[src/rtl/bsg_manycore_pkg.sv]
// Shared manycore address formats plus the result kind reported by the NPA-to-EVA translator.
package bsg_manycore_pkg;

   localparam int global_epa_word_addr_width_gp = 14;
   localparam int max_global_x_cord_width_gp    = 7;
   localparam int max_global_y_cord_width_gp    = 7;

   // Byte EVA a core issues to reach any tile in the mesh.
   typedef struct packed {
      logic [1:0]                               remote;
      logic [max_global_y_cord_width_gp-1:0]    y_cord;
      logic [max_global_x_cord_width_gp-1:0]    x_cord;
      logic [global_epa_word_addr_width_gp-1:0] addr;
      logic [1:0]                               low_bits;
   } bsg_manycore_global_addr_s;

   typedef enum logic [1:0] {
      e_npa_dram    = 2'd0,
      e_npa_global  = 2'd1,
      e_npa_invalid = 2'd3
   } bsg_manycore_npa_kind_e;

endpackage

[src/rtl/bsg_dff_reset_en.sv]
// Enabled register with asynchronous active-high reset to zero.
module bsg_dff_reset_en #(
   parameter int width_p = 1
) (
   input  logic               clk_i,
   input  logic               reset_i,
   input  logic               en_i,
   input  logic [width_p-1:0] data_i,
   output logic [width_p-1:0] data_o
);

   always_ff @(posedge clk_i or posedge reset_i) begin
      if (reset_i)
         data_o <= '0;
      else if (en_i)
         data_o <= data_i;
   end

endmodule

[src/rtl/bsg_manycore_dram_hash_inverse.sv]
// Undoes the DRAM striping: rebuilds the DRAM EVA from the vcache row, the x subcord and the cache EPA.
module bsg_manycore_dram_hash_inverse #(
   parameter int addr_width_p         = 28,
   parameter int row_width_p          = 1,
   parameter int xsub_width_p         = 4,
   parameter int block_offset_width_p = 3
) (
   input  logic [row_width_p-1:0]  row_id_i,
   input  logic [xsub_width_p-1:0] xsub_i,
   input  logic [addr_width_p-1:0] epa_i,
   output logic [31:0]             eva_o,
   output logic                    overflow_o
);

   localparam int low_width_lp    = row_width_p + xsub_width_p + block_offset_width_p + 2;
   localparam int eva_hi_width_lp = 31 - low_width_lp;
   localparam int hi_width_lp     = addr_width_p - block_offset_width_p;

   logic [hi_width_lp-1:0]          hi;
   logic [block_offset_width_p-1:0] off;

   assign {hi, off} = epa_i;

   // Bit 31 marks DRAM space; the line index sits above the bank select (row, x).
   assign eva_o      = {1'b1, eva_hi_width_lp'(hi), row_id_i, xsub_i, off, 2'b00};
   assign overflow_o = (hi >> eva_hi_width_lp) != '0;

endmodule

[src/rtl/bsg_manycore_npa_to_eva.sv]
// Reverse translator from a network physical address (x, y, EPA) to the 32-bit EVA a core would issue.
module bsg_manycore_npa_to_eva
   import bsg_manycore_pkg::*;
#(
   parameter int addr_width_p                 = 28,
   parameter int x_cord_width_p               = 7,
   parameter int y_cord_width_p               = 7,
   parameter int pod_x_cord_width_p           = 3,
   parameter int pod_y_cord_width_p           = 4,
   parameter int num_tiles_x_p                = 16,
   parameter int num_tiles_y_p                = 8,
   parameter int num_vcache_rows_p            = 1,
   parameter int vcache_block_size_in_words_p = 8
) (
   input  logic                          clk_i,
   input  logic                          reset_i,
   input  logic                          v_i,
   output logic                          ready_o,
   input  logic [x_cord_width_p-1:0]     x_cord_i,
   input  logic [y_cord_width_p-1:0]     y_cord_i,
   input  logic [addr_width_p-1:0]       epa_i,
   input  logic [pod_x_cord_width_p-1:0] pod_x_i,
   input  logic [pod_y_cord_width_p-1:0] pod_y_i,
   output logic                          v_o,
   input  logic                          yumi_i,
   output logic [31:0]                   eva_o,
   output logic [1:0]                    kind_o,
   output logic [15:0]                   invalid_count_o
);

   localparam int xs_lp       = $clog2(num_tiles_x_p);
   localparam int ys_lp       = $clog2(num_tiles_y_p);
   localparam int rw_lp       = $clog2(2*num_vcache_rows_p);
   localparam int wo_lp       = $clog2(vcache_block_size_in_words_p);
   localparam int s1_width_lp = 2 + rw_lp + xs_lp + x_cord_width_p + y_cord_width_p + addr_width_p;
   localparam int s2_width_lp = 2 + 32;

   typedef logic [y_cord_width_p:0] ycalc_t;
   typedef logic [rw_lp-1:0]        row_t;

   // Handshake: a request transfers on a clock edge with v_i & ready_o; a result leaves with
   // v_o & yumi_i, and yumi_i may only be raised while v_o is high.
   logic s1_v, s2_v, s2_adv;

   assign s2_adv  = ~s2_v | yumi_i;
   assign ready_o = ~s1_v | s2_adv;
   assign v_o     = s2_v;

   ycalc_t                        y_ext, base;
   logic [pod_x_cord_width_p-1:0] px;
   logic [xs_lp-1:0]              xsub;
   logic                          is_dram, is_tile;
   row_t                          row_id;
   bsg_manycore_npa_kind_e        kind_d;

   assign y_ext = ycalc_t'(y_cord_i);
   assign base  = ycalc_t'({pod_y_i, {ys_lp{1'b0}}});
   assign px    = x_cord_i[x_cord_width_p-1 -: pod_x_cord_width_p];
   assign xsub  = x_cord_i[xs_lp-1:0];

   // One extra bit of y arithmetic keeps the south rows of the top pod from wrapping onto tiles.
   always_comb begin
      is_dram = 1'b0;
      row_id  = '0;
      for (int k = 0; k < num_vcache_rows_p; k++) begin
         if ((base > ycalc_t'(k)) && (y_ext == base - ycalc_t'(k + 1))) begin
            is_dram = 1'b1;
            row_id  = row_t'(2*k);
         end
         if (y_ext == base + ycalc_t'(num_tiles_y_p + k)) begin
            is_dram = 1'b1;
            row_id  = row_t'(2*k + 1);
         end
      end
   end

   assign is_tile = (y_ext >= base) && (y_ext < base + ycalc_t'(num_tiles_y_p));

   always_comb begin
      if (px != pod_x_i)
         kind_d = e_npa_invalid;
      else if (is_dram)
         kind_d = e_npa_dram;
      else if (is_tile)
         kind_d = e_npa_global;
      else
         kind_d = e_npa_invalid;
   end

   logic [s1_width_lp-1:0]    s1_q;
   logic [1:0]                s1_kind;
   row_t                      s1_row;
   logic [xs_lp-1:0]          s1_xsub;
   logic [x_cord_width_p-1:0] s1_x;
   logic [y_cord_width_p-1:0] s1_y;
   logic [addr_width_p-1:0]   s1_epa;

   bsg_dff_reset_en #(.width_p(s1_width_lp)) s1_reg (
      .clk_i   (clk_i),
      .reset_i (reset_i),
      .en_i    (ready_o & v_i),
      .data_i  ({kind_d, row_id, xsub, x_cord_i, y_cord_i, epa_i}),
      .data_o  (s1_q)
   );

   assign {s1_kind, s1_row, s1_xsub, s1_x, s1_y, s1_epa} = s1_q;

   logic [31:0] dram_eva;
   logic        dram_overflow;

   bsg_manycore_dram_hash_inverse #(
      .addr_width_p         (addr_width_p),
      .row_width_p          (rw_lp),
      .xsub_width_p         (xs_lp),
      .block_offset_width_p (wo_lp)
   ) hash_inv (
      .row_id_i   (s1_row),
      .xsub_i     (s1_xsub),
      .epa_i      (s1_epa),
      .eva_o      (dram_eva),
      .overflow_o (dram_overflow)
   );

   bsg_manycore_global_addr_s gaddr;
   logic                      global_overflow;

   always_comb begin
      gaddr          = '0;
      gaddr.remote   = 2'b01;
      gaddr.y_cord   = max_global_y_cord_width_gp'(s1_y);
      gaddr.x_cord   = max_global_x_cord_width_gp'(s1_x);
      gaddr.addr     = global_epa_word_addr_width_gp'(s1_epa);
      gaddr.low_bits = 2'b00;
   end

   assign global_overflow = ((s1_x >> max_global_x_cord_width_gp) != '0)
                          | ((s1_y >> max_global_y_cord_width_gp) != '0)
                          | ((s1_epa >> global_epa_word_addr_width_gp) != '0);

   logic [1:0]  s2_kind_d;
   logic [31:0] s2_eva_d;

   // Anything that cannot be expressed as an EVA collapses to kind 3 with a zero address.
   always_comb begin
      s2_kind_d = e_npa_invalid;
      s2_eva_d  = '0;
      if ((s1_kind == e_npa_dram) && !dram_overflow) begin
         s2_kind_d = e_npa_dram;
         s2_eva_d  = dram_eva;
      end else if ((s1_kind == e_npa_global) && !global_overflow) begin
         s2_kind_d = e_npa_global;
         s2_eva_d  = gaddr;
      end
   end

   bsg_dff_reset_en #(.width_p(s2_width_lp)) s2_reg (
      .clk_i   (clk_i),
      .reset_i (reset_i),
      .en_i    (s2_adv & s1_v),
      .data_i  ({s2_kind_d, s2_eva_d}),
      .data_o  ({kind_o, eva_o})
   );

   always_ff @(posedge clk_i or posedge reset_i) begin
      if (reset_i) begin
         s1_v <= 1'b0;
         s2_v <= 1'b0;
      end else begin
         if (ready_o) s1_v <= v_i;
         if (s2_adv)  s2_v <= s1_v;
      end
   end

   logic [15:0] invalid_count_q;

   always_ff @(posedge clk_i or posedge reset_i) begin
      if (reset_i)
         invalid_count_q <= '0;
      else if (v_o && yumi_i && (kind_o == e_npa_invalid) && (invalid_count_q != 16'hFFFF))
         invalid_count_q <= invalid_count_q + 16'd1;
   end

   assign invalid_count_o = invalid_count_q;

endmodule
[config.mk]
export PLATFORM = sky130hd
export DESIGN_NAME = bsg_manycore_npa_to_eva
export DESIGN_NICKNAME = d
export VERILOG_FILES = /design/src/rtl/bsg_manycore_pkg.sv /design/src/rtl/bsg_dff_reset_en.sv /design/src/rtl/bsg_manycore_dram_hash_inverse.sv /design/src/rtl/bsg_manycore_npa_to_eva.sv
export SDC_FILE = /design/constraint.sdc
export NUM_CORES = 1
export LEC_CHECK = 0
export BUFFER_PORTS_ARGS = -buffer_cell sky130_fd_sc_hd__buf_2
export CORE_UTILIZATION = 55
export CTS_BUF_LIST = sky130_fd_sc_hd__clkbuf_8
export DETAILED_ROUTE_END_ITERATION = 10
export PLACE_DENSITY = 0.78
export SETUP_SLACK_MARGIN = 0.05
export SLEW_MARGIN = 20
export SYNTH_ARGS = -nofsm -noshare
export SYNTH_HDL_FRONTEND = slang
export SYNTH_SLANG_ARGS = --single-unit
[constraint.sdc]
create_clock -name clk_i -period 2.76 [get_ports clk_i]
set_input_delay 0 -clock clk_i [delete_from_list [all_inputs] [get_ports clk_i]]
set_output_delay 0 -clock clk_i [all_outputs]
set_load 0.01 [all_outputs]
==> impl_metrics.yaml <==
cells_and_area:
  multi_input_area_um2: 1846
  nets: 592
  area_growth_pct: 29.63
  drive_gt1_share_pct: 32.77
  diodes: 0
  mostFrequentLayoutCell: "buf_2"
  seq_area_um2: 2377
  n_fill_cell: 551
  final_cell_mix: "buf_2, dfrtp_1, nor2_1"
  post-route-cell-area_um2: 5638
die:
  die_w_um: 90.93
  io_pins: 105
  core_area_um2: 7687
  die_height_um: 90.93
  dieArea_um2: 8267
  initial_core_util_pct: 56.58
  num_rows: 32
clock_tree:
  htreeDepth: 3
  root_buffer: "clkbuf_8"
  clock_path_buffers: 2
  tritoncts: "yes"
  clock_sinks: 95
  numCtsBuffers: 9
  post_cts_resized: 0
  postCtsSetupBuffers: 0
  clkTransAtPathRegs_ns: 0.09
  clock_latency_ns: 0.37
power_and_ir_drop:
  p_int_mw: 2.522
  p_seq_share_pct: 49.8
  ir_drop_v: 0.0003359
  switching_share_pct: 27.78
  power.density_nw_per_um2: 619.3
  leakage_nw: 2.646
  p_sw_uw: 969.9
  combPwrFrac_pct: 19.5
  clock_power_share_pct: 30.7
sta:
  tns_ns: 0
  hold_viol: 0
  drv_slew: 0
  fmax_mhz: 490.2
  relSlewSlack_pct: 51.84
  setup_viol: 0
  rsz0062_at_grt: "false"
  worst_clock_skew_ns: 0.01715
  finalCriticalPeriod_ns: 2.040
  worst_pin_slew_ns: 0.7190
  fin_crit_sh_pct: 73.92
  hold_ws_ns: 0.003565
grt:
  grt_max_degree: 51
  grt_pass1_vias: 3451
  grt.met1_usage_pct: 32.75
  gr-total-overflow: 0
  grt-busiest-layer: "met2"
  antenna_found_initial: 0
  use_met2_pct: 43.56
  grtUsageMet3_pct: 4.377
  grt_usage_pct: 25.68
  grt_pass1_wl_um: 16620
routing:
  ant_nets: 0
  drcViolationCount: 0
  drt_iter0_drc: 134
  first_pass_iters: 4
  vias: 3533
  wl_um: 9968
  vias_per_cell: 5.581
  wl_per_cell_um: 15.75
worst_setup_path:
  critPathRequiredTime_ns: 3.06
  crit_type: "flip-flop to flip-flop"
  worst-path-max-fanout: 16
  endpoint_kind: "flip-flop"
  slowest_stage: "or4_4"
  path_cells: "or4_4 -> nor3_4 -> buf_4 -> a221oi_1 -> nor2_1"
  crit_path_start_kind: "flip-flop"
  crit_path_max_incr_delay_ns: 0.57
  cp.arrival_ns: 2.34
synth:
  yosysUniqueCellTypes: 44
  synthesis.area_um2: 4349
  synth.avg_cell_area_um2: 11.39
  synthArstFlopShare_pct: 100.0
  synth_edf_count: 0
  yosysWarningCount: 0
  yosysSeqAreaShare_pct: 54.66
  syn_inst: 382
  synthFlopType: "dfrtp_1"
  ys_seq_elements: 95
worst_hold_path:
  hp-class: "input pin to flip-flop"
flow_run:
  cap_violations: 0
placed_design:
  numPortBuffers: 102
  dp_hpwl_um: 6758
  gp_congestion: 0.8638
  place_area_um2: 4974
run_status:
  outcome: "finished, final reports clean"
==> worst paths after layout <==
kind | end | startpoint | slack, ns | cells past startpoint
setup reg to reg | s2_reg.data_o[14]$_DFFE_PP0P_ | s1_reg.data_o[25]$_DFFE_PP0P_ | 0.72 | 5
setup / recovery | s2_reg.data_o[14]$_DFFE_PP0P_ | s1_reg.data_o[25]$_DFFE_PP0P_ | 0.72 | 5
hold reg to reg | s2_reg.data_o[2]$_DFFE_PP0P_ | s2_reg.data_o[2]$_DFFE_PP0P_ | 0.49 | 2
hold / removal | v_o$_DFFE_PP0P_ | yumi_i | 0.004 | 3
max in group asynchronous | s2_reg.data_o[29]$_DFFE_PP0P_ | reset_i | 1.75 | 4
min in group asynchronous | s1_reg.data_o[26]$_DFFE_PP0P_ | reset_i | 0.26 | 3
==> stage by stage <==
stage / utilization (%) / total power, mW / instances / setup slack, ns
global placement: 64.70 / 2.368 / 575 / 0.8055
finish: 73.34 / 3.492 / 633 / 0.7199
CTS: 73.34 / 3.500 / 633 / 0.7196
global route: 73.34 / 3.665 / 633 / 0.5135
detailed placement: 64.70 / 2.394 / 575 / 0.7312
floorplan: - / 2.133 / 383 / 0.2830
==> registers in the layout, summed over array words and instances (netlist names) <==
register,count
s1_reg.data_o,45
v_o,1
s2_reg.data_o,32
s1_v,1
invalid_count_o,16
==> logic make-up after synthesis <==
family	after synthesis	synth area share (%)
compound gates	51	9.091
fa+ha+maj	12	3.452
flops	95	54.66
xor+xnor	21	4.229
simple gates	130	14.47
mux	42	10.87
buf+inv	30	3.136
other cells	1	0.08622
==> power groups by stage <==
stage	Combinational [mW]	Sequential [mW]	Clock, mW
finish	0.679	1.74	1.07
global route	0.750	1.76	1.15
CTS	0.680	1.74	1.08
detailed placement	0.631	1.76	0
global placement	0.614	1.75	0
floorplan	0.359	1.77	0
==> worst max-delay path, delay by kind of cell (launching register included) <==
kind | cells | cell delay (ns)
simple gates | 3 | 1.16
flops | 1 | 0.38
buf+inv | 1 | 0.32
compound gates | 1 | 0.12
==> synthesized netlist by cell type, drive strengths merged, types with 2 or more instances <==
library cell | count | area (um^2)
nand4 | 9 | 56.30
nor3 | 8 | 56.31
xor2 | 3 | 26.28
buf | 11 | 65.06
inv | 10 | 37.54
and3 | 3 | 18.77
a211o | 2 | 17.52
nor4 | 2 | 12.51
nand2b | 4 | 25.02
nor2b | 2 | 12.51
a21oi | 4 | 20.02
mux2 | 42 | 473.0
o21ai | 6 | 30.03
ha | 12 | 150.1
nor2 | 61 | 229.0
dfrtp | 95 | 2377
nand3 | 9 | 45.04
or3 | 2 | 12.51
o21a | 3 | 22.52
a221oi | 25 | 219.0
xnor2 | 18 | 157.7
a211oi | 2 | 15.01
a31oi | 2 | 12.51
and2 | 2 | 12.51
nand2 | 21 | 78.83
clkbuf | 9 | 33.78
==> area by class of cell <==
type,instances,area share [%]
inverter,10,0.7102
timing repair buffer,153,17.98
clock inverter,6,1.953
clock buffer,9,2.197
sequential,95,42.17
tap,102,2.264
multi-input combinational,258,32.73
==> routing by layer <==
| metal | share of wire, % | vias to the layer above | wire, um |
|---|---|---|---|
| met5 | 0 | - | 0 |
| met4 | 2.3 | 0 | 234 |
| met3 | 3.8 | 22 | 379 |
| met2 | 52 | 92 | 5201 |
| met1 | 42 | 1766 | 4153 |
| li1 | - | 1653 | - |
==> what timing repair did <==
item	4_1_cts	5_1_grt
hold buffers	43	0
hold endpoints to repair	90	0
endpoints found under the setup margin	0	0
(Power assumes the default switching activity.)
